[config.mk]
export PLATFORM = sky130hd
export DESIGN_NAME = lane_pair_serializer
export DESIGN_NICKNAME = d
export VERILOG_FILES = /design/src/rtl/lane_ser_pkg.sv /design/src/rtl/lane_ser_fifo.sv /design/src/rtl/lane_pair_serializer.sv
export SDC_FILE = /design/constraint.sdc
export NUM_CORES = 1
export LEC_CHECK = 0
export ABC_AREA = 0
export CORE_MARGIN = 2
export CORE_UTILIZATION = 50
export DETAILED_ROUTE_END_ITERATION = 16
export DONT_BUFFER_PORTS = 1
export PLACE_DENSITY = 0.68
export SYNTH_ARGS = -nofsm -noshare
export SYNTH_HDL_FRONTEND = slang
export SYNTH_SLANG_ARGS = --single-unit
[constraint.sdc]
create_clock -name i_clk -period 2.25 [get_ports i_clk]
set_input_delay 0.1125 -clock i_clk [delete_from_list [all_inputs] [get_ports i_clk]]
set_output_delay 0.1125 -clock i_clk [all_outputs]
set_load 0.005 [all_outputs]
[src/rtl/lane_ser_pkg.sv]
// Shared lane-array types: vector width, {a,b} pair record and serializer state.
package lane_ser_pkg;
   localparam int SIZE  = 8;
   localparam int IDX_W = (SIZE > 1) ? $clog2(SIZE) : 1;

   typedef logic [SIZE-1:0] lane_vec_t;

   typedef struct packed {
      lane_vec_t a;
      lane_vec_t b;
   } lane_pair_t;

   typedef enum logic { IDLE, SHIFT } ser_state_t;
endpackage

[src/rtl/lane_ser_fifo.sv]
// Synchronous FIFO of lane pairs; the caller guarantees no push when full and no pop when empty.
module lane_ser_fifo
   import lane_ser_pkg::*;
#(
   parameter  int DEPTH = 4,
   localparam int PTR_W = $clog2(DEPTH),
   localparam int CNT_W = PTR_W + 1
) (
   input  logic             i_clk,
   input  logic             i_rst,
   input  logic             push,
   input  logic             pop,
   input  lane_pair_t       wdata,
   output lane_pair_t       rdata,
   output logic [CNT_W-1:0] count
);

   lane_pair_t       mem [DEPTH];
   logic [PTR_W-1:0] wr_ptr;
   logic [PTR_W-1:0] rd_ptr;

   // NOTE: the storage array has no reset; count and the pointers alone say which entries are live.
   always_ff @(posedge i_clk) begin
      if (push) mem[wr_ptr] <= wdata;
   end

   always_ff @(posedge i_clk) begin
      if (i_rst) begin
         wr_ptr <= '0;
         rd_ptr <= '0;
         count  <= '0;
      end else begin
         if (push) wr_ptr <= wr_ptr + PTR_W'(1);
         if (pop)  rd_ptr <= rd_ptr + PTR_W'(1);
         case ({push, pop})
            2'b10:   count <= count + CNT_W'(1);
            2'b01:   count <= count - CNT_W'(1);
            default: count <= count;
         endcase
      end
   end

   assign rdata = mem[rd_ptr];

endmodule

[src/rtl/lane_pair_serializer.sv]
// Buffers {a,b} lane vectors and streams them LSB-first, one lane pair per beat.
// Optional saturating drop counter: define LANE_PAIR_SERIALIZER_DROPCNT_EN.
module lane_pair_serializer
   import lane_ser_pkg::*;
#(
   parameter  int DEPTH  = 4,
   parameter  int DROP_W = 16,
   localparam int CNT_W  = $clog2(DEPTH) + 1
) (
   input  logic              i_clk,
   input  logic              i_rst,
   input  logic              i_valid,
   input  logic [SIZE-1:0]   i_a,
   input  logic [SIZE-1:0]   i_b,
   output logic              o_valid,
   input  logic              i_ready,
   output logic              o_a_bit,
   output logic              o_b_bit,
   output logic [IDX_W-1:0]  o_idx,
   output logic              o_last,
   output logic              o_overflow,
   output logic [DROP_W-1:0] o_drop_cnt
);

   localparam logic [CNT_W-1:0] FULL     = CNT_W'(DEPTH);
   localparam logic [IDX_W-1:0] LAST_IDX = IDX_W'(SIZE - 1);

   ser_state_t       state;
   ser_state_t       state_nxt;
   logic [CNT_W-1:0] count;
   lane_pair_t       head;
   lane_pair_t       sh;
   logic [IDX_W-1:0] idx;
   logic             push;
   logic             pop;
   logic             drop;
   logic             vec_done;

   // No pop-bypass: a full FIFO drops the capture even if it pops this cycle.
   assign push     = i_valid && (count < FULL);
   assign drop     = i_valid && (count == FULL);
   assign vec_done = (state == SHIFT) && i_ready && (idx == LAST_IDX);
   assign pop      = (count != '0) && ((state == IDLE) || vec_done);

   lane_ser_fifo #(.DEPTH(DEPTH)) u_fifo (
      .i_clk (i_clk),
      .i_rst (i_rst),
      .push  (push),
      .pop   (pop),
      .wdata ({i_a, i_b}),
      .rdata (head),
      .count (count)
   );

   // NOTE: sequential state uses non-blocking assignments so every flop samples pre-edge values.
   always_ff @(posedge i_clk) begin
      if (i_rst) state <= IDLE;
      else       state <= state_nxt;
   end

   // NOTE: default assignment first so no path through this block infers a latch.
   always_comb begin
      state_nxt = state;
      case (state)
         IDLE:    if (count != '0) state_nxt = SHIFT;
         SHIFT:   if (vec_done && (count == '0)) state_nxt = IDLE;
         default: state_nxt = IDLE;
      endcase
   end

   always_comb begin
      o_valid = 1'b0;
      o_a_bit = 1'b0;
      o_b_bit = 1'b0;
      o_idx   = '0;
      o_last  = 1'b0;
      if (state == SHIFT) begin
         o_valid = 1'b1;
         o_a_bit = sh.a[idx];
         o_b_bit = sh.b[idx];
         o_idx   = idx;
         o_last  = (idx == LAST_IDX);
      end
   end

   // Shift register reloads on every pop, so back-to-back vectors have no bubble.
   always_ff @(posedge i_clk) begin
      if (i_rst) begin
         sh  <= '0;
         idx <= '0;
      end else if (pop) begin
         sh  <= head;
         idx <= '0;
      end else if ((state == SHIFT) && i_ready) begin
         idx <= vec_done ? '0 : idx + IDX_W'(1);
      end
   end

   always_ff @(posedge i_clk) begin
      if (i_rst) o_overflow <= 1'b0;
      else       o_overflow <= drop;
   end

`ifdef LANE_PAIR_SERIALIZER_DROPCNT_EN
   always_ff @(posedge i_clk) begin
      if (i_rst)
         o_drop_cnt <= '0;
      else if (drop && (o_drop_cnt != '1))
         o_drop_cnt <= o_drop_cnt + DROP_W'(1);
   end
`else
   assign o_drop_cnt = '0;
`endif

endmodule
==> run summary, run 1 <==
The flow ran to the end, and the final reports show no timing, DRC or antenna violations. Counting tap cells, the placed design contains a total of 350 instances. The number of sinks handled by clock tree synthesis came out at 92. TritonCTS created 9 clock buffers. The number of buffers inserted by port buffering is 0. The count of cells in the finished layout, fillers not included, comes to 384.

The count of synthesis-stage warnings from yosys came out at 0. Among all cell types in the netlist, the one instantiated most often is sky130_fd_sc_hd__edfxtp_1. Synthesis produced 256 cells. The sequential share of the synthesized area is 64.9%. The number of detailed-routing iterations run before antenna repair came out at 4. The type of the worst min-delay path is input pin to register. Net switching is 33.0% of the power. The core utilization of the finished layout came out at 58.5%.

The clock-pin transition on the worst setup and hold timing paths came out at 0.09 ns. The per-cell via count in the routed design came out at 5.41. By count the netlist is led by sky130_fd_sc_hd__edfxtp_1, sky130_fd_sc_hd__dfxtp_1, sky130_fd_sc_hd__a21oi_1. The total power of the final layout is 4.85 mW. Measured against its own limit, the worst slew margin works out to 23.1%.

The number of failing hold endpoints at the final stage is 0. The measured slew at the worst slew-check pin came out at approximately 1.1 ns. The number of slew-limit violations in the final report came out at 0. STA classifies the critical path startpoint as a register. The number of storage elements in the synthesis netlist came out at 92.

The H-tree depth is 3. The area growth from synthesis to layout is 12.0%. The final critical path takes up 94.8% of the cycle.

Among all flip-flop cells after synthesis, the most frequent one is sky130_fd_sc_hd__edfxtp_1. The maximum clock rate came out at 0.469 GHz. The global-route usage over all layers came out at between 15 and 20%. The share of the synthesized area in the top cell type came out at between 50% and 60%. The power share of the clock group is 21.4%. The number of enable-type register cells in the synthesized netlist came out at 64. The weighted congestion at the end of routability-driven global placement came out at 0.787. The initial antenna violation count came out at 0. The count of fill cells added during filler insertion came out at 565. The async set-reset flop share out of synthesis came out at 0%. The critical path data required time is between 2 and 3 ns. The synthesized design spends more area on one cell type than any other, namely sky130_fd_sc_hd__edfxtp_1. The number of antenna cells inserted came out at 0. CTS placed an instance of sky130_fd_sc_hd__clkbuf_8 at the clock tree root. The summed negative setup slack over all endpoints is 0 ns. The aggregate global routing overflow is 0. The sequential power share came out at 48.2%. The global-route wire length before repair is between 10,000 and 15,000 um.

The layout net count came out at 308. The class of the most critical setup path is register to register. The maximum count of clock buffers along a single path is 2. The share of final-layout standard cells stronger than drive strength 1 came out at 20.7%. The maximum number of pins on one net before global-route repair came out at 30. The worst setup path is captured at a register. TritonCTS built the clock tree. The critical path data arrival time came out at 2.42 ns. The number of cell rows is 31. The initial cell density of the core is 52.2%.

The horizontal extent of the die came out at 91.5 um. The total core area came out at 7330 sq um. The post-DP HPWL came out at 3800 um. Each instance of the synthesized netlist takes up on average 14.9 sq um. The peak supply drop is around 0.00050 V. The via count of the first global-routing pass came out at 2,071.

Yosys attributes the largest share of cell area to sky130_fd_sc_hd__edfxtp_1, sky130_fd_sc_hd__dfxtp_1, sky130_fd_sc_hd__mux4_2, sky130_fd_sc_hd__buf_4, sky130_fd_sc_hd__a21oi_1. The top fanout value on the critical path is 2. The wire length per cell after detailed routing is roughly 17 um. Setup violations remaining at the end of the flow were counted as 0. The cell leakage power came out at roughly 1.5 nW. The internal portion of total power is 3.25 mW.

The power density of the placed cells came out at approximately 1100 nW/um^2. Summed over all layers, the routed wires come to 6340 um. In this run, distinct cell masters in the synthesized netlist total 32. Setup repair after global routing left no endpoint under its margin. The vias after detailed routing came out at 2,079. The reported max-cap violation count came out at 0. The die area came out at ~8400 sq um. The combinational power share came out at 30.3%.

The source-to-sink clock delay at the later pin of the worst-skew pair is 0.36 ns. The clock period minus final worst setup slack came out at about 2.1 ns. The net load switching power came out at 1.60 mW.

For this run, design rule violations remaining after detail routing come to 0. The maximum clock skew at final layout is 0.0125 ns. The die height came out at 91.5 um. The I/O pin count is 44. The cell area after technology mapping is about 3800 sq um. The number of nets still failing antenna checks after routing came out at 0. The detailed router finished its first iteration with 139 violations.
[area by class of cell]
type                    count  area [sq um]  area share, %
clock inverters             7          67.6           1.58
multi-input cells         140          1190           27.7
clock buffers               9           124           2.89
repair buffers             30           270           6.31
well taps                  99           124           2.89
inverters                   7          26.3          0.613
flip-flops and latches     92          2480           58.0
[through the flow]
| step | setup WS, ns | hold WS (ns) | cell area [sq um] |
|---|---|---|---|
| finish | 0.116 | 0.0962 | 4290 |
| detailed placement | 0.150 | 0.186 | 3900 |
| CTS | 0.107 | 0.0868 | 4270 |
| global placement | 0.195 | 0.185 | 3900 |
| global route | 0.0127 | 0.131 | 4290 |
| floorplan | 0.00641 | 0.211 | 3880 |
[routing by layer]
| metal | share of wire [%] | wire (um) | vias up | track usage [%] |
|---|---|---|---|---|
| li1 | - | - | 980 | - |
| met1 | 45 | 2830 | 1028 | 20.7 |
| met2 | 48 | 3020 | 63 | 26.6 |
| met3 | 5.2 | 327 | 8 | 5.89 |
| met4 | 2.5 | 160 | 0 | 7.07 |
| met5 | 0 | 0 | - | 0 |
[placed cells by master, fill, tap and decap left out, types with 2 or more instances in the layout]
cell type                        n
sky130_fd_sc_hd__a21oi_1        20
sky130_fd_sc_hd__a22o_1          2
sky130_fd_sc_hd__and2_1          8
sky130_fd_sc_hd__buf_4          12
sky130_fd_sc_hd__clkbuf_8        9
sky130_fd_sc_hd__conb_1         16
sky130_fd_sc_hd__dfxtp_1        26
sky130_fd_sc_hd__dfxtp_2         2
sky130_fd_sc_hd__dlygate4sd3_1  18
sky130_fd_sc_hd__edfxtp_1       64
sky130_fd_sc_hd__ha_1            4
sky130_fd_sc_hd__ha_2            3
sky130_fd_sc_hd__inv_1           6
sky130_fd_sc_hd__inv_8           2
sky130_fd_sc_hd__mux2i_1         3
sky130_fd_sc_hd__mux4_2         20
sky130_fd_sc_hd__nand2_1         2
sky130_fd_sc_hd__nand3_1        16
sky130_fd_sc_hd__nor2_1          7
sky130_fd_sc_hd__nor2b_1         2
sky130_fd_sc_hd__nor3_1          3
sky130_fd_sc_hd__o21ai_0         8
sky130_fd_sc_hd__o21ai_1        10
sky130_fd_sc_hd__or3_1           3
sky130_fd_sc_hd__xor2_1          2
[what timing repair did]
action,CTS,global route
setup endpoints to repair,0,1
endpoints found under the hold margin,92,0
resized for setup,0,6
hold buffers,18,0
buffers inserted,0,0
[logic make-up (layout without fill, tap and decap cells)]
group	count (synthesis)	count (layout)	share of synthesized area, %
compound gates	45	45	6.74
xor+xnor	3	3	0.687
fa+ha+maj	8	8	2.81
buf+inv	39	53	6.05
flops	92	92	64.9
mux	23	23	12.6
other cells	1	16	0.0980
simple gates	45	45	6.15
[critical path, stage by stage (launching register included)]
cell	delay (ns)
sky130_fd_sc_hd__dfxtp_2	0.34
sky130_fd_sc_hd__ha_2	0.16
sky130_fd_sc_hd__ha_2	0.18
sky130_fd_sc_hd__a21boi_2	0.06
sky130_fd_sc_hd__nor2_2	0.14
sky130_fd_sc_hd__ha_2	0.20
sky130_fd_sc_hd__inv_1	0.06
sky130_fd_sc_hd__fa_2	0.33
sky130_fd_sc_hd__xor2_1	0.16
sky130_fd_sc_hd__or3_1	0.33
sky130_fd_sc_hd__a21oi_2	0.11
[state kept, by name, summed over array words and instances (netlist names)]
signal and count:
idx 3, u_fifo.rd_ptr 2, sh 16, o_overflow 1, u_fifo.count 3, u_fifo.mem 64, state 1, u_fifo.wr_ptr 2
[final timing paths]
| kind | start | end | slack [ns] | depth (start not counted) |
|---|---|---|---|---|
| hold / removal | i_ready | idx[0] | 0.1 | 3 |
| setup / recovery | idx[0] | u_fifo.count[2] | 0.12 | 10 |
| setup reg to reg | idx[0] | u_fifo.count[2] | 0.12 | 10 |
| hold reg to reg | sh[3] | sh[3] | 0.48 | 2 |
[power by group through the flow]
| stage | Combinational [mW] | Clock, mW | Sequential (mW) |
|---|---|---|---|
| after floorplan | 1.16 | 0 | 2.33 |
| after global placement | 1.42 | 0 | 2.36 |
| after detailed placement | 1.43 | 0 | 2.38 |
| after CTS | 1.48 | 1.07 | 2.34 |
| after global routing | 1.63 | 1.13 | 2.38 |
| final | 1.47 | 1.04 | 2.34 |
(Power assumes the default switching activity.)
==> run 2, diff against run 1 <==
CORE_ASPECT_RATIO = 0.8   (was not set)
GPL_TIMING_DRIVEN = 0   (was not set)
==> run summary, run 2 (synthesis results as in run 1) <==
The worst min-delay path startpoint is i_ready (unchanged). The met1 usage came out at 24.2% (was 20.7%). The number of nets still failing antenna checks after routing is 0 (unchanged). The number of buffers inserted by port buffering came out at 0 (unchanged). The layout net count is 331 (was 308). The top fanout value on the critical path is 10 (was 2). The initial antenna violation count is 0 (unchanged). The number of slew-limit violations in the final report is 0 (unchanged). The area of all sequential standard cells is 2490 sq um (was 2480 sq um).

The CTS root buffer is sky130_fd_sc_hd__clkbuf_8 (unchanged). The maximum count of clock buffers along a single path is 2 (unchanged). Biggest registers after layout: u_fifo.mem: 64 flops, sh: 16 flops (unchanged). The met3 track demand over resource in global routing came to 5.56% (was 5.89%).

The flip-flop count of the largest register after layout is 64 (unchanged). The capturing element type of the critical path was a register (unchanged). The clock period minus final worst setup slack is 2.20 ns (was 2.13 ns). The register with the highest flop count is u_fifo.mem (unchanged).

The I/O pin count came to 44 (unchanged). The number of cell rows is 28 (was 31). The delay of the slowest cell on the worst path came out at 0.37 ns (was 0.34 ns). The post-detailed-route DRC marker count came to 0 (unchanged). The vias after detailed routing is 2,160 (was 2,079). Cells along the critical path: ha_2 -> ha_4 -> a21boi_4 -> nor2_4 -> ha_4 -> inv_1 -> fa_1 -> xor2_1 -> or3_1 -> a21oi_1 (was ha_2 -> ha_2 -> a21boi_2 -> nor2_2 -> ha_2 -> inv_1 -> fa_2 -> xor2_1 -> or3_1 -> a21oi_2). The horizontal extent of the die is 102 um (was 91.5 um). The sequential power share came to 45.5% (was 48.2%).

The power density of the placed cells was 1150 nW/um^2 (was 1130 nW/um^2). The critical path data required time is 2.53 ns (about the same). The number of clock buffers inserted by TritonCTS is 9 (unchanged). The number of detailed-routing iterations run before antenna repair was 4 (unchanged). The H-tree depth is 3 (unchanged). The part of the cycle the worst path needs came to 97.8% (was 94.8%).

The net load switching power is 1.63 mW (was 1.60 mW). The number of sinks handled by clock tree synthesis is 92 (unchanged). The type of the worst min-delay path is input pin to register (unchanged). The per-cell via count in the routed design came out at 5.24 (was 5.41). The maximum clock rate was 0.455 GHz (was 0.469 GHz).

The total core area came out at 7390 sq um (was 7330 sq um). The class of the most critical setup path is register to register (unchanged). The layout-stage area growth over the synthesis result is 17.2% (was 12.0%). The wire length per cell after detailed routing came out at 16.6 um (was 16.5 um). The final setup violation count is 0 (unchanged).

The worst setup slack for register-to-register paths is 0.05 ns (was 0.12 ns). The reported max-cap violation count came out at 0 (unchanged). The post-placement cell area is 4020 sq um (was 3900 sq um). The most frequent cell on the critical path is sky130_fd_sc_hd__ha_4 (was sky130_fd_sc_hd__ha_2). The kind of cell with the highest combined delay on the critical path is adder cells (unchanged). Commonest non-fill, non-tap cells in the layout: sky130_fd_sc_hd__edfxtp_1, sky130_fd_sc_hd__dfxtp_1, sky130_fd_sc_hd__a21oi_1, sky130_fd_sc_hd__buf_4, sky130_fd_sc_hd__mux4_2 (was sky130_fd_sc_hd__edfxtp_1, sky130_fd_sc_hd__dfxtp_1, sky130_fd_sc_hd__mux4_2, sky130_fd_sc_hd__a21oi_1, sky130_fd_sc_hd__dlygate4sd3_1). The maximum number of pins on one net before global-route repair is 17 (was 30). The total wirelength of the detailed-routed design came to 6840 um (was 6340 um).

The multi-input combinational cell area came out at 1210 sq um (was 1190 sq um). The source-to-sink clock delay at the later pin of the worst-skew pair came out at 0.35 ns (was 0.36 ns). The via count of the first global-routing pass is 2,134 (was 2,071).

The headroom to the max-slew limit came out at 37.0% (was 23.1%). The launching instance or port of the critical path was idx[1] (was idx[0]). The critical path data arrival time came to 2.48 ns (was 2.42 ns). The post-DP HPWL came to 4230 um (was 3800 um).

The count of fill cells added during filler insertion is 562 (was 565). The initial cell density of the core came out at 51.7% (was 52.2%). The total power of the final layout came out at 5.16 mW (was 4.85 mW).

The maximum clock skew at final layout is 0.00884 ns (was 0.0125 ns). The net switching fraction of the power is 31.5% (was 33.0%). The power share of the clock group is 23.5% (was 21.4%).

The die area came out at 8370 sq um (about the same). The peak supply drop came out at 0.000570 V (was 0.000503 V). The area of all placed cells without fillers is 4480 sq um (was 4290 sq um). The die height is 82.2 um (was 91.5 um). The met2 track demand over resource in global routing came out at 28.1% (was 26.6%).

The busiest layer in global routing was met2 (unchanged). The weighted congestion at the end of routability-driven global placement came out at 0.819 (was 0.787). The cell at the slowest stage of the critical path is sky130_fd_sc_hd__fa_1 (was sky130_fd_sc_hd__dfxtp_2). The setup slack of the critical path after layout came to 0.0505 ns (was 0.116 ns). The cell leakage power came to 1.57 nW (was 1.46 nW). The measured slew at the worst slew-check pin was 0.945 ns (was 1.15 ns). The global-route wire length before repair came to 10,700 um (was 10,300 um). The internal portion of total power came out at 3.53 mW (was 3.25 mW).

The share of final-layout standard cells stronger than drive strength 1 came out at 24.1% (was 20.7%). The global-route usage over all layers came to 18.1% (was 16.7%). The kind of start point of the critical path is a register (unchanged). The clock-pin transition on the worst setup and hold timing paths was 0.09 ns (about the same). The worst-case setup slack after placement is -0.266 ns (was 0.150 ns). The CTS tree is yes (unchanged). Status: finished, final reports clean (unchanged). The number of failing hold endpoints at the final stage is 0 (unchanged). The worst reg2reg path startpoint is idx[1] (was idx[0]). The number of antenna cells inserted is 0 (unchanged). The first-iteration detailed-routing DRC count is 92 (was 139). The worst path buffer plus inverter count is 1 (unchanged). The commonest non-fill, non-tap cell in the layout was sky130_fd_sc_hd__edfxtp_1 (unchanged). The aggregate global routing overflow is 0 (unchanged). The combinational power share is 31.0% (was 30.3%).
run 2: cell types whose count changed in the layout (fill, tap and decap cells not counted), moves of 2 or more:
cell / before / now
sky130_fd_sc_hd__buf_4: 12 / 21
sky130_fd_sc_hd__ha_4: 0 / 2
sky130_fd_sc_hd__clkbuf_1: 0 / 5
sky130_fd_sc_hd__bufinv_16: 0 / 2
sky130_fd_sc_hd__buf_2: 0 / 8
sky130_fd_sc_hd__ha_2: 3 / 1
run 2: final timing paths:
kind / to / cells after the start
min reg2reg: sh[12] / 2
max: u_fifo.count[2] / 10
min: sh[1] / 3
max reg2reg: u_fifo.count[2] / 10
run 2: power groups by stage:
stage               clock network [mW]  logic, mW  registers [mW]
detailed placement                   0       1.47            2.39
global route                      1.30       1.77            2.39
global placement                     0       1.46            2.37
floorplan                            0       1.16            2.33
CTS                               1.24       1.56            2.35
finish                            1.21       1.60            2.35
run 2: routing by layer:
metal	up-vias	wire length, um
li1	1030	-
met1	1053	3200
met2	66	3170
met3	11	336
met4	0	135
met5	-	0
run 2: final cells by class:
type / instances / area share [%]
sequential: 92 / 55.5
multi-input combinational: 140 / 27.0
buffer: 32 / 4.58
timing repair buffer: 21 / 4.52
tap: 105 / 2.93
clock buffer: 9 / 2.76
clock inverter: 6 / 2.15
inverter: 7 / 0.586
run 2: what timing repair did:
action | 4_1_cts | 5_1_grt
gates resized for setup | 6 | 3
setup endpoints to repair | 2 | 2
hold endpoints to repair | 66 | 0
pin swaps | 1 | 1
hold buffers | 18 | 0
buffers inserted | 2 | 1
run 2: worst reg2reg max path, delay by kind of cell (launching register included):
| kind | cells | cell delay [ns] |
|---|---|---|
| fa+ha+maj | 4 | 0.87 |
| simple gates | 2 | 0.46 |
| flops | 1 | 0.35 |
| compound gates | 2 | 0.24 |
| xor+xnor | 1 | 0.16 |
| buf+inv | 1 | 0.05 |
run 2: stage by stage:
| stage | setup TNS, ns | hold slack (ns) | cells | util [%] |
|---|---|---|---|---|
| 2_1_floorplan | 0 | 0.211 | 271 | - |
| 3_3_place_gp | -0.312 | 0.212 | 376 | 54.3 |
| 3_5_place_dp | -0.332 | 0.211 | 376 | 54.3 |
| 4_1_cts | 0 | 0.0820 | 411 | 60.4 |
| 5_1_grt | -0.0163 | 0.0926 | 412 | 60.6 |
| 6_report | 0 | 0.0996 | 412 | 60.6 |
==> run 3, diff against run 2 <==
CELL_PAD_IN_SITES_DETAIL_PLACEMENT = 0   (was not set)
CELL_PAD_IN_SITES_GLOBAL_PLACEMENT = 2   (was not set)
CORE_UTILIZATION = 40   (was 50)
PLACE_DENSITY = 0.74   (was 0.68)
SLEW_MARGIN = 10   (was not set)
==> run summary, run 3 (synthesis results as in run 1) <==
The maximum clock rate came out at 0.468 GHz (was 0.455 GHz). The number of failing hold endpoints at the final stage came to 0 (unchanged). The summed negative setup slack over all endpoints is 0 ns (unchanged). The delay of the slowest cell on the worst path is 0.37 ns (about the same). The peak supply drop was 0.000622 V (was 0.000570 V). The layout net count came out at 331 (unchanged). The register with the highest flop count was u_fifo.mem (unchanged).

The core utilization of the finished layout came out at 49.5% (was 60.6%). The total wirelength of the detailed-routed design is 7070 um (was 6840 um). The weighted congestion at the end of routability-driven global placement came to 0.693 (was 0.819). Status: finished, final reports clean (unchanged). The H-tree depth is 3 (unchanged). The critical path data arrival time is 2.41 ns (was 2.48 ns).

The maximum number of pins on one net before global-route repair is 17 (unchanged). The aggregate global routing overflow came out at 0 (unchanged). The cell depth of the worst flop-to-flop path is 10 (unchanged). The class of the most critical setup path is register to register (unchanged). The type of the worst min-delay path is input pin to register (unchanged).

The layout-stage area growth over the synthesis result is 19.1% (was 17.2%). The part of the cycle the worst path needs came to 95.0% (was 97.8%). The cell at the slowest stage of the critical path was sky130_fd_sc_hd__fa_1 (unchanged). The worst-case setup slack after placement is -0.349 ns (was -0.266 ns).

The first-iteration detailed-routing DRC count came out at 106 (was 92). The clock period minus final worst setup slack was 2.14 ns (was 2.20 ns). The die area was 10,400 sq um (was 8370 sq um). The initial cell density of the core is 41.6% (was 51.7%). The clock-pin transition on the worst setup and hold timing paths is 0.06 ns (was 0.09 ns). The per-cell via count in the routed design came out at 4.97 (was 5.24). The power density of the placed cells came to 1170 nW/um^2 (was 1150 nW/um^2).

The number of antenna cells inserted came out at 0 (unchanged). The multi-input combinational cell area came to 1210 sq um (about the same). The horizontal extent of the die is 113 um (was 102 um). The kind of cell with the highest combined delay on the critical path is adder cells (unchanged). The area of all sequential standard cells came out at 2490 sq um (unchanged). Biggest registers after layout: u_fifo.mem: 64 flops, sh: 16 flops (unchanged). The headroom to the max-slew limit is 39.7% (was 37.0%). The via count of the first global-routing pass is 2,065 (was 2,134). The cell leakage power came out at 1.59 nW (was 1.57 nW). The count of cell instances traversed by the critical path was 10 (unchanged).

The CTS root buffer is sky130_fd_sc_hd__clkbuf_16 (was sky130_fd_sc_hd__clkbuf_8). The kind of start point of the critical path is a register (unchanged). The global-route usage over all layers came out at 14.9% (was 18.1%).

The maximum clock skew at final layout came out at 0.00761 ns (was 0.00884 ns). The number of buffers inserted by port buffering came out at 0 (unchanged). The global-route wire length before repair came out at 11,400 um (was 10,700 um). The capturing element type of the critical path is a register (unchanged). The share of final-layout standard cells stronger than drive strength 1 came to 24.4% (was 24.1%). The number of cell rows was 31 (was 28). The post-DP HPWL was 4440 um (was 4230 um).

The setup slack of the critical path after layout is 0.113 ns (was 0.0505 ns). The number of detailed-routing iterations run before antenna repair came out at 4 (unchanged). The maximum count of clock buffers along a single path was 2 (unchanged). The I/O pin count is 44 (unchanged). The number of slew-limit violations in the final report came out at 0 (unchanged).

The number of sinks handled by clock tree synthesis is 92 (unchanged). The top fanout value on the critical path is 10 (unchanged). The vias after detailed routing is 2,103 (was 2,160). The wire length per cell after detailed routing is 16.7 um (was 16.6 um). Commonest non-fill, non-tap cells in the layout: sky130_fd_sc_hd__edfxtp_1, sky130_fd_sc_hd__dfxtp_1, sky130_fd_sc_hd__buf_4 (was sky130_fd_sc_hd__edfxtp_1, sky130_fd_sc_hd__dfxtp_1, sky130_fd_sc_hd__a21oi_1, sky130_fd_sc_hd__buf_4, sky130_fd_sc_hd__mux4_2). Cells along the critical path: ha_2 -> ha_4 -> a21boi_4 -> nor2_4 -> ha_4 -> inv_1 -> fa_1 -> xor2_1 -> or3_1 -> a21oi_2 (was ha_2 -> ha_4 -> a21boi_4 -> nor2_4 -> ha_4 -> inv_1 -> fa_1 -> xor2_1 -> or3_1 -> a21oi_1).

The count of fill cells added during filler insertion came out at 798 (was 562). The measured slew at the worst slew-check pin came to 0.904 ns (was 0.945 ns). The initial antenna violation count came out at 0 (unchanged). The number of clock buffers inserted by TritonCTS came to 9 (unchanged). The flip-flop count of the largest register after layout came out at 64 (unchanged). The critical path data required time came out at 2.52 ns (was 2.53 ns). The total core area is 9190 sq um (was 7390 sq um). The number of nets still failing antenna checks after routing came out at 0 (unchanged).

The worst path buffer plus inverter count came to 1 (unchanged). The CTS tree is yes (unchanged). The commonest non-fill, non-tap cell in the layout is sky130_fd_sc_hd__edfxtp_1 (unchanged). The number of cells on the worst hold path is 3 (unchanged).

The die height came to 91.5 um (was 82.2 um). The final setup violation count came out at 0 (unchanged). The post-detailed-route DRC marker count came out at 0 (unchanged). The reported max-cap violation count is 0 (unchanged). The source-to-sink clock delay at the later pin of the worst-skew pair is 0.34 ns (was 0.35 ns). The most frequent cell on the critical path was sky130_fd_sc_hd__ha_4 (unchanged).
-- run 3: changes by cell type in the layout (fill, tap and decap cells not counted) --
cell and change:
sky130_fd_sc_hd__clkinv_2 +1, sky130_fd_sc_hd__inv_6 +1, sky130_fd_sc_hd__clkbuf_1 +1, sky130_fd_sc_hd__clkbuf_8 -9, sky130_fd_sc_hd__inv_8 -1, sky130_fd_sc_hd__bufinv_16 -2, sky130_fd_sc_hd__a21oi_2 +1, sky130_fd_sc_hd__clkbuf_16 +9
sky130_fd_sc_hd__a21oi_1 -1, sky130_fd_sc_hd__clkinvlp_4 +1
-- run 3: worst reg2reg max path: stages (launching register included) --
cell and delay [ns]:
sky130_fd_sc_hd__dfxtp_4 0.34, sky130_fd_sc_hd__ha_2 0.18, sky130_fd_sc_hd__ha_4 0.16, sky130_fd_sc_hd__a21boi_4 0.10, sky130_fd_sc_hd__nor2_4 0.14, sky130_fd_sc_hd__ha_4 0.15
sky130_fd_sc_hd__inv_1 0.04, sky130_fd_sc_hd__fa_1 0.37, sky130_fd_sc_hd__xor2_1 0.16, sky130_fd_sc_hd__or3_1 0.33, sky130_fd_sc_hd__a21oi_2 0.11
-- run 3: path summary, 6_finish.rpt --
| path | start | to | slack [ns] |
|---|---|---|---|
| max | idx[1] | u_fifo.count[2] | 0.11 |
| min | i_ready | idx[1] | 0.11 |
| max reg2reg | idx[1] | u_fifo.count[2] | 0.11 |
| min reg2reg | sh[3] | sh[3] | 0.48 |
-- run 3: power breakdown --
| part | switching, mW | internal [mW] | leakage [nW] | total (mW) |
|---|---|---|---|---|
| clock network | 0.636 | 0.756 | 0.129 | 1.39 |
| registers | 0.161 | 2.19 | 0.817 | 2.35 |
| logic | 0.881 | 0.710 | 0.647 | 1.59 |
| total | 1.68 | 3.66 | 1.59 | 5.34 |
-- run 3: final cells by class --
class                      count  share of cell area (%)
clock buffer                  10                    5.03
tap                          115                    3.16
multi-input combinational    140                    26.6
clock inverter                 6                    1.02
sequential                    92                    54.6
buffer                        32                    4.51
inverter                       7                   0.577
timing repair buffer          21                    4.45
-- run 3: what timing repair did --
action	4_1_cts	5_1_grt
setup endpoints to repair	2	1
setup buffers	2	1
resized for setup	6	4
hold endpoints to repair	66	0
hold buffers	18	0
pin swaps	1	2
-- run 3: stage by stage --
step / std cells / power, mW / instance area [sq um] / hold slack, ns
after global routing: 423 / 5.67 / 4550 / 0.125
after CTS: 422 / 5.37 / 4530 / 0.0984
after floorplan: 271 / 3.49 / 3880 / 0.211
final: 423 / 5.34 / 4550 / 0.106
after detailed placement: 386 / 3.89 / 4030 / 0.211
after global placement: 386 / 3.89 / 4030 / 0.212
-- run 3: layer usage --
| metal | track usage, % | part of all wire, % |
|---|---|---|
| met1 | 20.7 | 47 |
| met2 | 21.8 | 45 |
| met3 | 4.87 | 5.7 |
| met4 | 6.10 | 2.0 |
| met5 | 0 | 0 |
